### config.mk
export PLATFORM = sky130hd
export DESIGN_NAME = serializer_ddr_multi
export DESIGN_NICKNAME = d
export VERILOG_FILES = /design/src/rtl/serializer_ddr_multi.sv
export SDC_FILE = /design/constraint.sdc
export NUM_CORES = 1
export LEC_CHECK = 0
export ABC_CLOCK_PERIOD_IN_PS = 4000
export BUFFER_PORTS_ARGS = -buffer_cell sky130_fd_sc_hd__buf_2
export CORE_ASPECT_RATIO = 2
export CORE_UTILIZATION = 38
export DETAILED_ROUTE_END_ITERATION = 8
export GPL_ROUTABILITY_DRIVEN = 1
export SYNTH_ARGS = -nofsm -noshare
export SYNTH_HDL_FRONTEND = slang
export SYNTH_SLANG_ARGS = --single-unit
### constraint.sdc
create_clock -name serial_clk_5x -period 4 [get_ports serial_clk_5x]
set_input_delay 0.4 -clock serial_clk_5x [delete_from_list [all_inputs] [get_ports serial_clk_5x]]
set_output_delay 0.4 -clock serial_clk_5x [all_outputs]
set_load 0.005 [all_outputs]
### src/rtl/serializer_ddr_multi.sv
// rtl/serializer_ddr_multi.sv - multi-lane N:1 parallel-to-DDR serializer
//
// Purpose: accepts one WORD_W-bit word per lane through a valid/ready handshake,
// buffers it in a single-entry holding register and, each serial clock cycle,
// presents a rise/fall bit pair per lane for external ODDR primitives.
//
// Ports:
//   serial_clk_5x  in   serial (half-bit-rate) clock, rising edge only
//   rst            in   asynchronous reset, active-high
//   word_data      in   CHANNELS*WORD_W, lane c at [c*WORD_W +: WORD_W]
//   word_valid     in   word_data valid
//   word_ready     out  word_data accepted this cycle when valid
//   ser_rise       out  CHANNELS, rising-edge DDR bit per lane
//   ser_fall       out  CHANNELS, falling-edge DDR bit per lane
//   word_sync      out  high during phase 0 (first bit pair of each word)
//   underflow      out  sticky, a load found the holding register empty
//   underflow_clr  in   clears underflow (a simultaneous set wins)
//   prbs_mode      in   only with SER_PRBS_EN: lanes send PRBS7 instead of data
//
// Optional feature macro: SER_PRBS_EN (per-lane PRBS7 source, x^7+x^6+1).
module serializer_ddr_multi #(
  parameter int                   CHANNELS    = 4,
  parameter int                   WORD_W      = 10,
  parameter bit                   LSB_FIRST   = 1'b1,
  parameter logic [CHANNELS-1:0]  INVERT_MASK = {CHANNELS{1'b0}},
  parameter logic [WORD_W-1:0]    IDLE_WORD   = WORD_W'(10'b1101010100)
) (
  input  logic                         serial_clk_5x,
  input  logic                         rst,
  input  logic [CHANNELS*WORD_W-1:0]   word_data,
  input  logic                         word_valid,
  output logic                         word_ready,
  output logic [CHANNELS-1:0]          ser_rise,
  output logic [CHANNELS-1:0]          ser_fall,
  output logic                         word_sync,
  output logic                         underflow,
  input  logic                         underflow_clr
`ifdef SER_PRBS_EN
  ,
  input  logic                         prbs_mode
`endif
);

  localparam int HALF = WORD_W / 2;
  localparam int PW   = (HALF > 1) ? $clog2(HALF) : 1;
  localparam logic [PW-1:0] LAST_PHASE = PW'(HALF - 1);

  if ((WORD_W % 2) != 0 || WORD_W < 4) begin : g_bad_width
    $error("WORD_W must be even and at least 4");
  end

  logic [PW-1:0]                  phase_q, phase_d;
  logic                           hold_valid_q, hold_valid_d;
  logic [CHANNELS*WORD_W-1:0]     hold_data_q, hold_data_d;
  logic [CHANNELS-1:0][HALF-1:0]  rise_shift_q, rise_shift_d;
  logic [CHANNELS-1:0][HALF-1:0]  fall_shift_q, fall_shift_d;
  logic                           word_sync_q, word_sync_d;
  logic                           underflow_q, underflow_d;
  logic                           load, accept, use_prbs;

  assign load = (phase_q == LAST_PHASE);

`ifdef SER_PRBS_EN
  logic [CHANNELS-1:0][6:0]       lfsr_q, lfsr_d;
  logic [CHANNELS-1:0][WORD_W-1:0] prbs_word;

  assign use_prbs = prbs_mode;
  // In PRBS mode the hold register is frozen, so a full hold must not be
  // overwritten at the load cycle.
  assign word_ready = !hold_valid_q | (load & !prbs_mode);

  // Each load consumes WORD_W LFSR steps; the newly shifted-in bit of each
  // step becomes the next word bit, starting at bit 0.
  always_comb begin
    logic [6:0] s;
    s         = '0;
    lfsr_d    = lfsr_q;
    prbs_word = '0;
    for (int c = 0; c < CHANNELS; c++) begin
      s = lfsr_q[c];
      for (int b = 0; b < WORD_W; b++) begin
        s = {s[5:0], s[6] ^ s[5]};
        prbs_word[c][b] = s[0];
      end
      if (load && prbs_mode) lfsr_d[c] = s;
    end
  end
`else
  assign use_prbs   = 1'b0;
  assign word_ready = !hold_valid_q | load;
`endif

  assign accept = word_valid & word_ready;

  always_comb begin
    logic [WORD_W-1:0] w;
    logic [WORD_W-1:0] wr;
    w            = '0;
    wr           = '0;
    phase_d      = load ? '0 : phase_q + PW'(1);
    hold_valid_d = hold_valid_q;
    hold_data_d  = hold_data_q;
    rise_shift_d = rise_shift_q;
    fall_shift_d = fall_shift_q;
    underflow_d  = underflow_q;
    // Registered so that it is high while phase 0 is on the outputs.
    word_sync_d  = load;

    // A word accepted in the load cycle lands in hold; it never bypasses.
    if (load && !use_prbs) hold_valid_d = 1'b0;
    if (accept) begin
      hold_valid_d = 1'b1;
      hold_data_d  = word_data;
    end

    if (underflow_clr) underflow_d = 1'b0;
    if (load && !use_prbs && !hold_valid_q) underflow_d = 1'b1;

    for (int c = 0; c < CHANNELS; c++) begin
      if (load) begin
        w = hold_valid_q ? hold_data_q[c*WORD_W +: WORD_W] : IDLE_WORD;
`ifdef SER_PRBS_EN
        if (prbs_mode) w = prbs_word[c];
`endif
        // MSB-first is the LSB-first split applied to the bit-reversed word.
        for (int i = 0; i < WORD_W; i++) begin
          wr[i] = LSB_FIRST ? w[i] : w[WORD_W-1-i];
        end
        wr = wr ^ {WORD_W{INVERT_MASK[c]}};
        for (int i = 0; i < HALF; i++) begin
          rise_shift_d[c][i] = wr[2*i];
          fall_shift_d[c][i] = wr[2*i+1];
        end
      end else begin
        rise_shift_d[c] = rise_shift_q[c] >> 1;
        fall_shift_d[c] = fall_shift_q[c] >> 1;
      end
    end
  end

  always_ff @(posedge serial_clk_5x or posedge rst) begin
    if (rst) begin
      phase_q      <= '0;
      hold_valid_q <= 1'b0;
      hold_data_q  <= '0;
      rise_shift_q <= '0;
      fall_shift_q <= '0;
      word_sync_q  <= 1'b0;
      underflow_q  <= 1'b0;
    end else begin
      phase_q      <= phase_d;
      hold_valid_q <= hold_valid_d;
      hold_data_q  <= hold_data_d;
      rise_shift_q <= rise_shift_d;
      fall_shift_q <= fall_shift_d;
      word_sync_q  <= word_sync_d;
      underflow_q  <= underflow_d;
    end
  end

`ifdef SER_PRBS_EN
  always_ff @(posedge serial_clk_5x or posedge rst) begin
    if (rst) begin
      for (int c = 0; c < CHANNELS; c++) lfsr_q[c] <= 7'h7F ^ 7'(c);
    end else begin
      lfsr_q <= lfsr_d;
    end
  end
`endif

  always_comb begin
    ser_rise = '0;
    ser_fall = '0;
    for (int c = 0; c < CHANNELS; c++) begin
      ser_rise[c] = rise_shift_q[c][0];
      ser_fall[c] = fall_shift_q[c][0];
    end
  end

  assign word_sync = word_sync_q;
  assign underflow = underflow_q;

endmodule

==> impl_metrics.tcl, run 1 <==
set metrics [dict create \
    clock_path_buffers 2 \
    startpoint_type "flip-flop" \
    synthDistinctLibCells 20 \
    synth_most_common_cell "dfrtp_1" \
    grt_max_degree 60 \
    slew_viol_final 0 \
    hold_viol 0 \
    maxCapViolations 0 \
    grt-ovfl-total 0 \
    syn_nets 323 \
    yosysSeqAreaShare 0.608 \
    postCtsHoldBufs 0 \
    ir_worst_vdd_v 0.000281 \
    crit_path_max_incr_delay_ns 0.78 \
    nNetsFinal 366 \
    numCtsBuffers 9 \
    coreArea_um2 9010 \
    p_per_area_nw_per_um2 489 \
    firstDrtPassIters 4 \
    dp_cells 411 \
    setup_violations 0 \
    cts_resized 0 \
    required_ns 4.19 \
    final_layout_size_suffix_gt1_frac 0.345 \
    ant_nets 0 \
    synth_edf_count 0 \
    cts.sinks 86 \
    rows 49 \
    cp_top_family "simple AND/OR/NAND/NOR gates" \
    fin_cells 427 \
    insertion_delay_ns 0.33 \
    drt_iter0_markers 110 \
    synth_top_area_frac 0.608 \
    critical-path-slowest-cell "clkinv_1" \
    cts_tree "built" \
    root_buffer "clkbuf_16" \
    ys_seq_elements 86 \
    clock_skew_ns 0.00286 \
    async_flop_share 1.00 \
    yosysTopAreaCell "dfrtp_1" \
    start_util 0.393 \
    grt_pass1_vias 2158 \
    status "complete, no violations" \
    max_slew_margin 0.348 \
    viasPerCell 4.62 \
    wirelength_um 5770 \
    antenna_found_initial 0 \
    syn_inst 277 \
    ys_warn_count 0 \
    placed_cell_area_um2 3760 \
    synth_ff_type "dfrtp_1" \
    totalPowerFinal_mw 1.98 \
    grt.total_usage 0.132 \
    io_pins 55 \
    min-delay-path-class "primary input to async pin" \
    gp_congestion 0.657 \
    cts_setup_buffers 0 \
    syn_area_um2 3540 \
    antenna_cells 0 \
    end_kind "flip-flop" \
    clk_pin_slew_ns 0.06 \
    drc 0 \
    wire_per_inst_um 13.5 \
    vias 1973 \
    path_cells "inv_1 -> ha_1 -> nand2_2 -> clkinv_1 -> nor2_1 -> a31oi_1" \
    finalInstanceArea_um2 4040 \
    rsz0062_at_grt "no" \
    dieArea_um2 9740 \
    grt_pass1_wl_um 10000 \
    crit_type "flip-flop to flip-flop" \
    place_hpwl_um 3720 \
    finalCriticalPeriod_ns 2.50 \
    fp.dieW_um 70.3 \
    finalSetupTns_ns 0 \
    syn_avg_cell_area_um2 12.8 \
    synth_common_cells "dfrtp_1 (86), nand2_1 (41), mux2_4 (40), inv_1 (24), o21ai_0 (20)" \
    critPathMaxFanout 50 \
    p_leak_nw 2.14 \
    fp.dieH_um 139 \
    area_delta_synth_final_pct 14.2 \
    port_buffers 54 \
    worst_pin_slew_ns 0.978 \
    fmax_mhz 400 \
    post-route-period-util 0.626 \
    critPathBufInv 2 \
    synth_area_leaders "dfrtp_1 (61%), mux2_4 (17%), nand2_1 (4.3%)" \
    crit_arrival_ns 2.69 \
    cts_htree_levels 3 \
]
## registers in the layout, summed over array words and instances (netlist names)
name,flops
word_sync,1
hold_valid_q,1
ser_rise,4
underflow,1
hold_data_q,40
fall_shift_q,16
ser_fall,4
rise_shift_q,16
phase_q,3
## placed cells by master (no fill, tap or decap), types with 3 or more instances in the layout
cell / Yosys / layout
buf_2: 3 / 54
dfrtp_1: 86 / 86
inv_1: 24 / 23
clkbuf_1: 8 / 4
clkbuf_8: 0 / 3
nor2_1: 13 / 13
clkbuf_16: 0 / 9
mux2_4: 40 / 40
a31oi_1: 12 / 12
nand2_1: 41 / 40
a21oi_1: 8 / 8
o21ai_0: 20 / 20
## path summary, 6_finish.rpt
path / start / endpoint / slack [ns] / depth (start not counted)
min in group serial_clk_5x: underflow_clr / underflow / 0.27 / 2
min reg2reg: fall_shift_q[9] / fall_shift_q[8] / 0.45 / 2
min: rst / hold_data_q[10] / 0.26 / 2
max: phase_q[0] / rise_shift_q[2] / 1.50 / 6
max in group asynchronous: rst / ser_fall[1] / 2.82 / 3
max reg2reg: phase_q[0] / rise_shift_q[2] / 1.50 / 6
## routing by layer
| layer | GRT usage | part of all wire |
|---|---|---|
| met5 | 0 | 0 |
| met4 | 0.0695 | 0.023 |
| met1 | 0.157 | 0.43 |
| met3 | 0.0313 | 0.032 |
| met2 | 0.219 | 0.52 |
## area by class of cell
class                   count  area (um^2)
inverters                  25         95.1
multi-input cells         142         1100
fillers                   846         4970
clock buffers              16          282
flip-flops and latches     86         2150
repair buffers             56          285
well taps                 102          128
## power breakdown
group	internal (mW)	leakage (nW)	total [mW]	switching, mW
clock	0.473	0.137	0.776	0.303
combinational	0.127	0.909	0.211	0.0842
sequential	0.951	1.09	0.993	0.0411
## worst register-to-register path, cell delays in order (launching register included)
cell and delay (ns):
dfrtp_1 0.37, inv_1 0.05, ha_1 0.23, nand2_2 0.60, clkinv_1 0.78, nor2_1 0.26
a31oi_1 0.07
## kinds of logic (layout without fill, tap and decap cells)
kind of cell / after synthesis / count (layout) / synth area share
flip-flops: 86 / 86 / 0.608
AND/OR/NAND/NOR: 57 / 57 / 0.0639
buffers and inverters: 49 / 97 / 0.0820
AO/OA/AOI/OAI: 42 / 42 / 0.0671
multiplexers: 41 / 41 / 0.172
adder cells (fa/ha/maj): 2 / 2 / 0.00706
## stage by stage
step / hold WS [ns] / setup slack [ns] / util
after floorplan: 0.426 / 1.38 / -
after global routing: 0.279 / 1.13 / 0.449
final: 0.257 / 1.50 / 0.449
after CTS: 0.264 / 1.47 / 0.449
after detailed placement: 0.435 / 1.47 / 0.417
after global placement: 0.431 / 1.57 / 0.417
Power figures use the tool's default switching activity.
==> run 2, diff against run 1 <==
--- a/config.mk
+++ b/config.mk
@@ -5,7 +5,7 @@
 export SDC_FILE = /design/constraint.sdc
 export NUM_CORES = 1
 export LEC_CHECK = 0
-export ABC_CLOCK_PERIOD_IN_PS = 4000
+export ABC_CLOCK_PERIOD_IN_PS = 2600
 export BUFFER_PORTS_ARGS = -buffer_cell sky130_fd_sc_hd__buf_2
 export CORE_ASPECT_RATIO = 2
 export CORE_UTILIZATION = 38
==> constraint.sdc (replaced) <==
create_clock -name serial_clk_5x -period 2.6 [get_ports serial_clk_5x]
set_input_delay 0.26 -clock serial_clk_5x [delete_from_list [all_inputs] [get_ports serial_clk_5x]]
set_output_delay 0.26 -clock serial_clk_5x [all_outputs]
set_load 0.005 [all_outputs]
==> run 2 against run 1 <==
Net effect: combinational power is 55% higher; first-iteration DRC count is 4.5% higher; count of clock-buffer cells in the layout is 7 lower; sequential share of layout area is 0.76 points lower; via count is 3.0% higher; total power is 58% higher; critical path type unchanged; sequential power is 53% higher; flip-flop and latch count stayed put; critical endpoint is now hold_data_q[8].
==> impl_metrics.tcl, run 2 (synthesized netlist as in run 1, its figures left out) <==
set metrics [dict create \
    vias 2033 \
    clock_skew_ns 0.00804 \
    final_layout_size_suffix_gt1_frac 0.361 \
    firstDrtPassIters 4 \
    critPathBufInv 2 \
    largestRegisters "hold_data_q x40, fall_shift_q x16, rise_shift_q x16" \
    required_ns 2.82 \
    p_leak_nw 2.16 \
    p_per_area_nw_per_um2 762 \
    fmax_mhz 519 \
    critPathMaxFanout 21 \
    post-route-period-util 0.741 \
    worst_pin_slew_ns 0.765 \
    ant_nets 0 \
    dieArea_um2 9740 \
    combPwrFrac 0.105 \
    power.net_switching_mw 0.721 \
    grt_pass1_vias 2147 \
    cp_top_family "flip-flops" \
    crit_arrival_ns 2.15 \
    coreArea_um2 9010 \
    cts_htree_levels 3 \
    hold_ws_ns 0.0297 \
    numCtsBuffers 9 \
    clk_pin_slew_ns 0.06 \
    drc 0 \
    place_hpwl_um 3760 \
    insertion_delay_ns 0.34 \
    switching_share 0.231 \
    top_register "hold_data_q" \
    intPower_mw 2.41 \
    antenna_cells 0 \
    largest_reg_flops 40 \
    cts_tree "built" \
    clkPwrFrac 0.408 \
    ir_worst_vdd_v 0.000304 \
    grt-ovfl-total 0 \
    drt_iter0_markers 115 \
    min-delay-path-class "primary input to async pin" \
    max_slew_margin 0.489 \
    fillers 842 \
    finalSetupTns_ns 0 \
    grt_max_degree 50 \
    start_util 0.393 \
    fp.dieH_um 139 \
    cts.sinks 86 \
    rows 49 \
    grt.total_usage 0.137 \
    wirelength_um 5940 \
    io_pins 55 \
    cts_setup_buffers 0 \
    path_cells "inv_1 -> ha_1 -> a21bo_4 -> nand2_4 -> buf_12 -> mux2_4" \
    end_kind "flip-flop" \
    area_delta_synth_final_pct 15.8 \
    crit_type "flip-flop to flip-flop" \
    startpoint_type "flip-flop" \
    final_core_util 0.455 \
    grt_pass1_wl_um 10300 \
    critical-path-slowest-cell "dfrtp_1" \
    root_buffer "clkbuf_16" \
    wire_per_inst_um 13.8 \
    rsz0062_at_grt "no" \
    clock_path_buffers 2 \
    cts_resized 0 \
    viasPerCell 4.74 \
    nNetsFinal 368 \
    hold_viol 0 \
    antenna_found_initial 0 \
    layout_common_cells "dfrtp_1 (86), buf_2 (54), mux2_4 (40), nand2_1 (40), inv_1 (23)" \
    crit_path_max_incr_delay_ns 0.37 \
    port_buffers 54 \
    finalInstanceArea_um2 4100 \
    postCtsHoldBufs 0 \
    status "complete, no violations" \
    fp.dieW_um 70.3 \
    maxCapViolations 0 \
    placed_cell_area_um2 3800 \
    slew_viol_final 0 \
    final_common_cell "dfrtp_1" \
    finalCriticalPeriod_ns 1.93 \
    seqPwrFrac 0.487 \
    gp_congestion 0.657 \
    setup_violations 0 \
]
[run 2: changes by cell type in the layout (fill, tap and decap cells not counted)]
cell        delta
clkbuf_1       -4
clkbuf_8       -3
clkinvlp_4     +3
buf_12         +2
clkinv_4       +2
bufinv_16      +1
clkinv_2       +1
[run 2: power groups by stage]
stage | Clock [mW] | Sequential, mW | Combinational [mW]
global route | 1.37 | 1.54 | 0.369
finish | 1.28 | 1.52 | 0.327
floorplan | 0 | 1.53 | 0.281
global placement | 0 | 1.54 | 0.324
CTS | 1.31 | 1.52 | 0.335
detailed placement | 0 | 1.55 | 0.334
[run 2: stage by stage]
| step | setup slack, ns | power [mW] | cells |
|---|---|---|---|
| after global routing | 0.565 | 3.27 | 429 |
| final | 0.673 | 3.13 | 429 |
| after global placement | 0.705 | 1.87 | 413 |
| after floorplan | 0.118 | 1.81 | 277 |
| after CTS | 0.651 | 3.17 | 429 |
| after detailed placement | 0.652 | 1.88 | 413 |
[run 2: layer usage]
| metal | share of wire | global-route usage |
|---|---|---|
| met1 | 0.44 | 0.172 |
| met2 | 0.50 | 0.210 |
| met5 | 0 | 0 |
| met3 | 0.034 | 0.0356 |
| met4 | 0.025 | 0.0821 |
[run 2: layout make-up]
cell class | instances | area (um^2) | area share
multi-input cells | 142 | 1100 | 0.269
clock inverters | 7 | 75.1 | 0.0183
repair buffers | 58 | 325 | 0.0793
flip-flops and latches | 86 | 2150 | 0.525
clock buffers | 9 | 225 | 0.0549
well taps | 102 | 128 | 0.0311
inverters | 25 | 95.1 | 0.0232
[run 2: worst paths after layout]
kind | depth (start not counted) | endpoint | start | slack (ns)
worst min register to register | 2 | fall_shift_q[3] | fall_shift_q[4] | 0.44
worst max register to register | 6 | hold_data_q[8] | phase_q[0] | 0.67
worst max-delay path | 6 | hold_data_q[8] | phase_q[0] | 0.67
worst min-delay path | 2 | hold_data_q[11] | rst | 0.03
min in group serial_clk_5x | 2 | underflow | underflow_clr | 0.12
max in group asynchronous | 3 | hold_data_q[28] | rst | 1.89
[run 2: worst reg2reg max path: stages (launching register included)]
cell     delay, ns
dfrtp_1       0.37
inv_1         0.05
ha_1          0.23
a21bo_4       0.24
nand2_4       0.34
buf_12        0.26
mux2_4        0.33
==> run 3, diff against run 2 <==
--- a/config.mk
+++ b/config.mk
@@ -5,7 +5,7 @@
 export SDC_FILE = /design/constraint.sdc
 export NUM_CORES = 1
 export LEC_CHECK = 0
-export ABC_CLOCK_PERIOD_IN_PS = 2600
+export ABC_CLOCK_PERIOD_IN_PS = 2000
 export BUFFER_PORTS_ARGS = -buffer_cell sky130_fd_sc_hd__buf_2
 export CORE_ASPECT_RATIO = 2
 export CORE_UTILIZATION = 38
==> constraint.sdc (replaced) <==
create_clock -name serial_clk_5x -period 2 [get_ports serial_clk_5x]
set_input_delay 0.2 -clock serial_clk_5x [delete_from_list [all_inputs] [get_ports serial_clk_5x]]
set_output_delay 0.2 -clock serial_clk_5x [all_outputs]
set_load 0.005 [all_outputs]
==> run 3 against run 2 <==
Net effect: critical path depth unchanged; final area up 0.52%; count of clock-buffer cells in the layout up 7; worst setup slack worse by 0.44 ns; routed wire length is 4.9% higher; critical endpoint is now hold_data_q[6].
==> impl_metrics.tcl, run 3 (synthesized netlist as in run 1, its figures left out) <==
set metrics [dict create \
    clkPwrFrac 0.391 \
    insertion_delay_ns 0.33 \
    clk_pin_slew_ns 0.06 \
    largest_reg_flops 40 \
    switching_share 0.218 \
    vias 2080 \
    port_buffers 54 \
    final_layout_size_suffix_gt1_frac 0.352 \
    intPower_mw 3.11 \
    cts_resized 0 \
    start_util 0.393 \
    reg2reg_to "hold_data_q[6]" \
    dieArea_um2 9740 \
    r2r-start "phase_q[0]" \
    largestRegisters "hold_data_q x40, fall_shift_q x16, rise_shift_q x16" \
    crit_type "flip-flop to flip-flop" \
    hold_viol 0 \
    worst_pin_slew_ns 0.625 \
    clock_path_buffers 2 \
    totalPowerFinal_mw 3.98 \
    combPwrFrac 0.110 \
    gp_congestion 0.686 \
    antenna_cells 0 \
    rows 49 \
    seqPwrFrac 0.498 \
    max_slew_margin 0.581 \
    min-delay-start "underflow_clr" \
    nNetsFinal 371 \
    crit_start "phase_q[0]" \
    required_ns 2.22 \
    drt_iter0_markers 121 \
    r2r.worst_path.cells 6 \
    grt_pass1_wl_um 11000 \
    p_per_area_nw_per_um2 965 \
    setup_violations 0 \
    final_common_cell "dfrtp_1" \
    slew_viol_final 0 \
    grt-ovfl-total 0 \
    grt.total_usage 0.145 \
    numCtsBuffers 9 \
    ir_worst_vdd_v 0.000417 \
    wire_per_inst_um 14.4 \
    cts.sinks 86 \
    io_pins 55 \
    top_register "hold_data_q" \
    rrSetupSlack_ns 0.23 \
    fmax_mhz 564 \
    wirelength_um 6230 \
    end_kind "flip-flop" \
    post-route-period-util 0.886 \
    rsz0062_at_grt "no" \
    startpoint_type "flip-flop" \
    finalInstanceArea_um2 4120 \
    finalCriticalPeriod_ns 1.77 \
    cts_htree_levels 3 \
    min-delay-path-class "primary input to flip-flop" \
    power.net_switching_mw 0.867 \
    fillers 845 \
    root_buffer "clkbuf_16" \
    min_delay_path_depth 2 \
    grt_pass1_vias 2297 \
    area_delta_synth_final_pct 16.4 \
    drc 0 \
    fp.dieW_um 70.3 \
    clock_skew_ns 0.00332 \
    layout_common_cells "dfrtp_1 (86), buf_2 (54), mux2_4 (40), nand2_1 (40), inv_1 (23)" \
    viasPerCell 4.81 \
    crit_arrival_ns 1.99 \
    antenna_found_initial 0 \
    cts_tree "built" \
    critPathMaxFanout 20 \
    final_core_util 0.458 \
    firstDrtPassIters 4 \
    ant_nets 0 \
    place_hpwl_um 4110 \
    p_leak_nw 2.17 \
    whs_endpoint "underflow" \
    coreArea_um2 9010 \
    placed_cell_area_um2 3830 \
    fp.dieH_um 139 \
    grt_max_degree 52 \
    maxCapViolations 0 \
    status "complete, no violations" \
    finalSetupTns_ns 0 \
]
[run 3: changes by cell type in the layout (fill, tap and decap cells not counted)]
cell,before,now
buf_12,2,3
buf_4,2,3
bufinv_16,1,0
clkbuf_1,0,4
clkbuf_8,0,3
clkinv_2,2,0
clkinv_4,2,0
clkinvlp_4,3,1
dlygate4sd3_1,0,1
[run 3: critical path, cell delays in order, from the launching register on]
cell,delay [ns]
dfrtp_1,0.37
inv_1,0.05
ha_1,0.24
a21bo_4,0.24
nand2_4,0.19
buf_12,0.24
mux2_4,0.32
[run 3: routing by layer]
layer  track usage  share of wire
met3        0.0363          0.034
met2         0.235           0.52
met4        0.0863          0.028
met1         0.172           0.42
met5             0              0
[run 3: area by class of cell]
type | count | area [um^2] | area share
timing repair buffer | 61 | 363 | 0.0880
sequential | 86 | 2150 | 0.522
inverter | 25 | 97.6 | 0.0237
tap | 102 | 128 | 0.0309
multi-input combinational | 142 | 1100 | 0.267
clock buffer | 16 | 282 | 0.0683
[run 3: timing repair]
item / 4_1_cts / 5_1_grt
endpoints found under the hold margin: 11 / 0
buffers inserted: 0 / 0
setup endpoints to repair: 0 / 0
hold buffers: 1 / 0
[run 3: stage by stage]
| step | instances | setup WS, ns | hold slack (ns) |
|---|---|---|---|
| global placement | 415 | 0.294 | 0.176 |
| CTS | 432 | 0.218 | 0.0545 |
| global route | 432 | 0.0311 | 0.0583 |
| detailed placement | 415 | 0.218 | 0.182 |
| finish | 432 | 0.228 | 0.0711 |
| floorplan | 277 | 0.481 | 0.308 |
[run 3: power by group through the flow]
stage / clock, mW / sequential (mW) / combinational, mW
finish: 1.56 / 1.98 / 0.439
global route: 1.67 / 2.00 / 0.498
CTS: 1.61 / 1.98 / 0.450
detailed placement: 0 / 2.01 / 0.447
global placement: 0 / 2.01 / 0.428
floorplan: 0 / 1.99 / 0.366
[run 3: worst max path at each step]
stage                            end  slack, ns  depth (start not counted)
floorplan             hold_data_q[0]       0.48                          6
global placement      hold_data_q[9]       0.29                          6
detailed placement    hold_data_q[6]       0.22                          6
CTS                   hold_data_q[6]       0.22                          6
global route        rise_shift_q[13]       0.03                          6
finish                hold_data_q[6]       0.23                          6
